### src/rtl/truth_table_sweep.sv
// truth_table_sweep
//
// Sweeps every 3-bit input vector through an external combinational function.
// Each vector is held for SETTLE_CYCLES clocks, and the function output is
// captured into a truth table at the last edge of that window.
//
// Parameters
//   SETTLE_CYCLES  clocks each vector is held before f is sampled (1..255)
//
// Ports
//   clk          system clock, rising edge
//   rst          asynchronous active-high reset
//   start        sweep request, accepted only while idle
//   f            output of the function under test, driven from abc
//   abc          vector presented to the function (abc[2]=A, abc[1]=B, abc[0]=C)
//   busy         high while vectors are being driven and sampled
//   done         one-cycle pulse when a sweep completes
//   truth_table  truth_table[i] = f sampled with abc=i
//   ones_count   number of vectors for which f sampled 1 (0..8)
module truth_table_sweep #(
    parameter int SETTLE_CYCLES = 10
) (
    input  logic       clk,
    input  logic       rst,
    input  logic       start,
    input  logic       f,
    output logic [2:0] abc,
    output logic       busy,
    output logic       done,
    output logic [7:0] truth_table,
    output logic [3:0] ones_count
);

    localparam logic [7:0] RELOAD = 8'(SETTLE_CYCLES - 1);

    typedef enum logic [1:0] {
        IDLE   = 2'd0,
        SETTLE = 2'd1,
        DONE   = 2'd2
    } state_t;

    state_t     state;
    state_t     state_nxt;
    logic [7:0] settle_cnt;
    logic       sample;
    logic       last_vec;

    // The sample edge is the last edge of a vector's settle window.
    assign sample   = (state == SETTLE) && (settle_cnt == 8'd0);
    assign last_vec = (abc == 3'b111);

    // State register
    always_ff @(posedge clk or posedge rst) begin
        if (rst) begin
            state <= IDLE;
        end else begin
            state <= state_nxt;
        end
    end

    // Next-state logic
    always_comb begin
        state_nxt = state;
        case (state)
            IDLE:    if (start) state_nxt = SETTLE;
            SETTLE:  if (sample && last_vec) state_nxt = DONE;
            DONE:    state_nxt = IDLE;
            default: state_nxt = IDLE;
        endcase
    end

    // Output decode
    always_comb begin
        busy = (state == SETTLE);
        done = (state == DONE);
    end

    // Vector, settle counter and captured results
    always_ff @(posedge clk or posedge rst) begin
        if (rst) begin
            abc         <= 3'b000;
            settle_cnt  <= 8'd0;
            truth_table <= 8'h00;
            ones_count  <= 4'd0;
        end else begin
            case (state)
                IDLE: begin
                    if (start) begin
                        abc         <= 3'b000;
                        settle_cnt  <= RELOAD;
                        truth_table <= 8'h00;
                        ones_count  <= 4'd0;
                    end
                end
                SETTLE: begin
                    if (settle_cnt != 8'd0) begin
                        settle_cnt <= settle_cnt - 8'd1;
                    end else begin
                        truth_table[abc] <= f;
                        // At most 8 samples, so 4 bits never overflow.
                        ones_count       <= ones_count + {3'b000, f};
                        // abc stays at 7 through DONE; it returns to 0 on the way to IDLE.
                        if (!last_vec) begin
                            abc        <= abc + 3'd1;
                            settle_cnt <= RELOAD;
                        end
                    end
                end
                DONE: begin
                    abc <= 3'b000;
                end
                default: begin
                    abc <= 3'b000;
                end
            endcase
        end
    end

endmodule

### config.mk
export PLATFORM = sky130hd
export DESIGN_NAME = truth_table_sweep
export DESIGN_NICKNAME = d
export VERILOG_FILES = /design/src/rtl/truth_table_sweep.sv
export SDC_FILE = /design/constraint.sdc
export NUM_CORES = 1
export LEC_CHECK = 0
export CORE_UTILIZATION = 53
export CTS_CLUSTER_DIAMETER = 200
export DETAILED_ROUTE_END_ITERATION = 8
export PLACE_DENSITY = 0.79
export SKIP_LAST_GASP = 1
export SLEW_MARGIN = 0
export SYNTH_ARGS = -nofsm -noshare
export SYNTH_HDL_FRONTEND = slang
export SYNTH_SLANG_ARGS = --single-unit
### constraint.sdc
create_clock -name clk -period 3.3 [get_ports clk]
set_clock_uncertainty 0.2 [all_clocks]
set_input_delay 0.66 -clock clk [delete_from_list [all_inputs] [get_ports clk]]
set_output_delay 0.66 -clock clk [all_outputs]
set_load 0.02 [all_outputs]
==> impl_metrics.env <==
export IMPL_clk_root_buffer_cell="sky130_fd_sc_hd__clkbuf_4"
export IMPL_grt_setup_unrepaired="no"
export IMPL_post_place_cells=202
export IMPL_top_level_ports=21
export IMPL_timing_final_max_slew_violations=0
export IMPL_route_detailed_drc=0
export IMPL_grt_first_pass_wirelength_um=5150
export IMPL_placement_cell_area_um2=1690
export IMPL_antennaDiodeCount=0
export IMPL_cts_repair_timing_setup_buffer_count=0
export IMPL_tightestPinTransition_ns=0.592
export IMPL_die_area_um2=2950
export IMPL_post_route_period_util_pct=81.2
export IMPL_chipWidth_um=54.3
export IMPL_ys_warns=0
export IMPL_critPathArrivalTime_ns=1.82
export IMPL_number_of_global_route_vias_before_repair=1174
export IMPL_most_common_layout_cells="25 x sky130_fd_sc_hd__dfrtp_1, 20 x sky130_fd_sc_hd__clkdlybuf4s50_1, 13 x sky130_fd_sc_hd__nand2_1"
export IMPL_synthSimpleGateAreaFrac_pct=22.1
export IMPL_synth_top_flop_cell="sky130_fd_sc_hd__dfrtp_1"
export IMPL_area_growth_pct=18.1
export IMPL_synth_seq_cells=25
export IMPL_htree_num_levels=1
export IMPL_crit_reg2reg_launch="settle_cnt[0]$_DFFE_PP0P_"
export IMPL_crit_buf_inv=1
export IMPL_floorplan_initialDensity_pct=57.5
export IMPL_async_reset_ff_share_pct=100
export IMPL_finalWorstPathRequiredPeriod_ns=2.68
export IMPL_cts_inserted_buffers=3
export IMPL_reg2reg_to="abc[0]$_DFFE_PP0P_"
export IMPL_antenna_violations_before_repair=0
export IMPL_post_synth_top_area_cell="sky130_fd_sc_hd__dfrtp_1"
export IMPL_cts_num_sinks=25
export IMPL_final_cell_count_no_fill=206
export IMPL_synth_cell_type_count=43
export IMPL_tns_ns=0
export IMPL_drive_above_1_share_pct=9.66
export IMPL_power_density_cell_area_nw_per_um2=861
export IMPL_critical_path_max_stage_delay_ns=0.70
export IMPL_antenna_left=0
export IMPL_setup_viol=0
export IMPL_critPathTopFamily="buffers and inverters"
export IMPL_final_nets=187
export IMPL_hold_path_end="truth_table[0]$_DFFE_PP0P_"
export IMPL_reg2regPathDepth=6
export IMPL_timing_hold_worst_start="truth_table[0]$_DFFE_PP0P_"
export IMPL_slew_limit_headroom_pct=60.2
export IMPL_tritoncts_clock_tree="done"
export IMPL_mappedNetlistNets=167
export IMPL_xor_and_xnor_area_share_after_synthesis_pct=0
export IMPL_core_rowCount=18
export IMPL_fp_dieH_um=54.3
export IMPL_final_util_pct=68.0
export IMPL_grt_usage_pct=24.4
export IMPL_post_synth_instance_area_um2=1450
export IMPL_clock_transition_time_at_the_flip_flop_clock_pins_of_the_worst_setup_and_hold_paths_ns=0.14
export IMPL_detailedRoute_firstIterationViolations=20
export IMPL_cts_root_to_sink_buffers=2
export IMPL_critical_path_endpoint_type="output port"
export IMPL_synth_compound_area_share_pct=23.5
export IMPL_synth_top_cells_by_area="sky130_fd_sc_hd__dfrtp_1 43%, sky130_fd_sc_hd__ha_1 5.2%, sky130_fd_sc_hd__o31ai_1 4.1%"
export IMPL_place_hpwl_um=2200
export IMPL_routed_via_density=6.27
export IMPL_final_critical_path_setup_slack_ns=0.620
export IMPL_most_frequent_standard_cell_in_the_layout_excluding_fill_and_tap_cells="sky130_fd_sc_hd__dfrtp_1"
export IMPL_sequential_share_of_the_synthesized_area_pct=43.1
export IMPL_synth_area_in_adders_pct=5.17
export IMPL_maximum_number_of_pins_on_one_net_before_global_route_repair=26
export IMPL_worstPathRequired_ns=2.44
export IMPL_hold_buffers=0
export IMPL_worst_ir_drop_vdd_v=0.000548
export IMPL_final_gp_congestion=0.866
export IMPL_final_area_um2=1710
export IMPL_maxCapViolCount=0
export IMPL_cp_cell_sequence="nor2b_1 -> clkdlybuf4s50_1"
export IMPL_achievable_frequency_mhz=373
export IMPL_ff2ff_setup_slack_ns=0.82
export IMPL_global_route_peak_usage_layer="met2"
export IMPL_dominant_combinational_cell_family_by_area_after_synthesis="compound AO/OA/AOI/OAI gates"
export IMPL_power_static_leakage_nw=0.723
export IMPL_min_path_cells=1
export IMPL_min_delay_path_class="reg -> reg"
export IMPL_drt_wl_total_um=3090
export IMPL_port_buffers=20
export IMPL_synthesis_area_per_instance_um2=9.24
export IMPL_critPathMaxFanout=7
export IMPL_hold_violations=0
export IMPL_critical_path_startpoint_type="register"
export IMPL_post_cts_resize_count=0
export IMPL_worst_skew_pair_late_latency_ns=0.32
export IMPL_grt_util_met2_pct=40.4
export IMPL_grt_overflow_total=0
export IMPL_synth_mux_area_share_pct=1.55
export IMPL_detailroute_via_count=1292
export IMPL_critical_path_slowest_stage_cell="sky130_fd_sc_hd__clkdlybuf4s50_1"
export IMPL_synth_edff_count=0
export IMPL_critPathKind="reg -> out"
export IMPL_grt_met1_usage_pct=32.6
export IMPL_detail_route_wl_per_cell_um=15.0
export IMPL_synth_top_area_share_pct=43.1
export IMPL_global_route_usage_met3_pct=1.67
export IMPL_netlist_instances=157
export IMPL_placeableCoreArea_um2=2520
export IMPL_firstDrtPassIters=4
export IMPL_pre_cts_slack_ns=0.758
export IMPL_run_status="complete, no violations"
[where the power goes]
group          switching [mW]  total [mW]  internal, mW
clock                  0.0930       0.139        0.0455
combinational           0.450       0.802         0.352
sequential              0.124       0.535         0.411
total                   0.667        1.48         0.809
[synth_stat cells, types with 2 or more instances]
cell                        n
sky130_fd_sc_hd__nor2b_1    3
sky130_fd_sc_hd__nand3b_1   2
sky130_fd_sc_hd__o31ai_1    8
sky130_fd_sc_hd__or3_1      3
sky130_fd_sc_hd__o21ba_2    2
sky130_fd_sc_hd__o21ai_0   10
sky130_fd_sc_hd__or4_1      2
sky130_fd_sc_hd__a31oi_1    3
sky130_fd_sc_hd__a21oi_1    3
sky130_fd_sc_hd__nor3_1     7
sky130_fd_sc_hd__inv_1      7
sky130_fd_sc_hd__buf_2      2
sky130_fd_sc_hd__mux2_2     2
sky130_fd_sc_hd__a22o_1     2
sky130_fd_sc_hd__o21a_1     3
sky130_fd_sc_hd__nand4_1    2
sky130_fd_sc_hd__nand2b_1   4
sky130_fd_sc_hd__nand3_1    7
sky130_fd_sc_hd__o22ai_1    3
sky130_fd_sc_hd__a211o_1    2
sky130_fd_sc_hd__a21o_1     3
sky130_fd_sc_hd__nand2_1   13
sky130_fd_sc_hd__clkbuf_1   7
sky130_fd_sc_hd__nor2_1     6
sky130_fd_sc_hd__o41ai_1    2
sky130_fd_sc_hd__a211oi_1   2
sky130_fd_sc_hd__ha_1       6
sky130_fd_sc_hd__dfrtp_1   25
sky130_fd_sc_hd__or3b_2     2
[worst reg2reg max path, stage by stage, from the launching register on]
cell and delay [ns]:
sky130_fd_sc_hd__dfrtp_1 0.44, sky130_fd_sc_hd__inv_1 0.11, sky130_fd_sc_hd__ha_1 0.17, sky130_fd_sc_hd__or3b_2 0.51
sky130_fd_sc_hd__or3_4 0.40, sky130_fd_sc_hd__or4b_1 0.47, sky130_fd_sc_hd__o311ai_1 0.10
[flip-flops by register name, summed over array words and instances, names as in the netlist]
name         count
ones_count       4
truth_table      8
abc              3
settle_cnt       8
state            2
[layout make-up]
cell class | count | area (um^2)
clock buffers | 3 | 22.5
clock inverters | 1 | 5.00
fillers | 209 | 808
inverters | 7 | 26.3
multi-input cells | 115 | 759
flip-flops and latches | 25 | 626
well taps | 30 | 37.5
repair buffers | 25 | 238
[metal layers]
layer	wire (um)	vias up	part of all wire (%)
li1	-	626	-
met1	1520	639	49
met2	1450	22	47
met3	78	5	2.5
met4	49	0	1.6
met5	0	-	0
[per-stage QoR]
stage | power, mW | hold WS [ns]
2_1_floorplan | 1.08 | 0.304
3_3_place_gp | 1.30 | 0.281
3_5_place_dp | 1.34 | 0.287
4_1_cts | 1.48 | 0.325
5_1_grt | 1.61 | 0.355
6_report | 1.48 | 0.318
[cell families after synthesis]
| family | Yosys count |
|---|---|
| adders and majority gates | 6 |
| buffers and inverters | 17 |
| muxes | 2 |
| AOI/OAI and AO/OA | 49 |
| and+or+nand+nor | 58 |
| DFF | 25 |
[worst max-delay path by stage]
stage | slack [ns] | cells after the start | from | endpoint
2_1_floorplan | 0.88 | 7 | settle_cnt[0]$_DFFE_PP0P_ | abc[0]$_DFFE_PP0P_
3_3_place_gp | 0.84 | 5 | start | settle_cnt[6]$_DFFE_PP0P_
3_5_place_dp | 0.76 | 5 | start | settle_cnt[6]$_DFFE_PP0P_
4_1_cts | 0.61 | 2 | state[1]$_DFFE_PP0P_ | busy
5_1_grt | 0.51 | 2 | state[1]$_DFFE_PP0P_ | busy
6_report | 0.62 | 2 | state[1]$_DFFE_PP0P_ | busy
(Power assumes the default switching activity.)
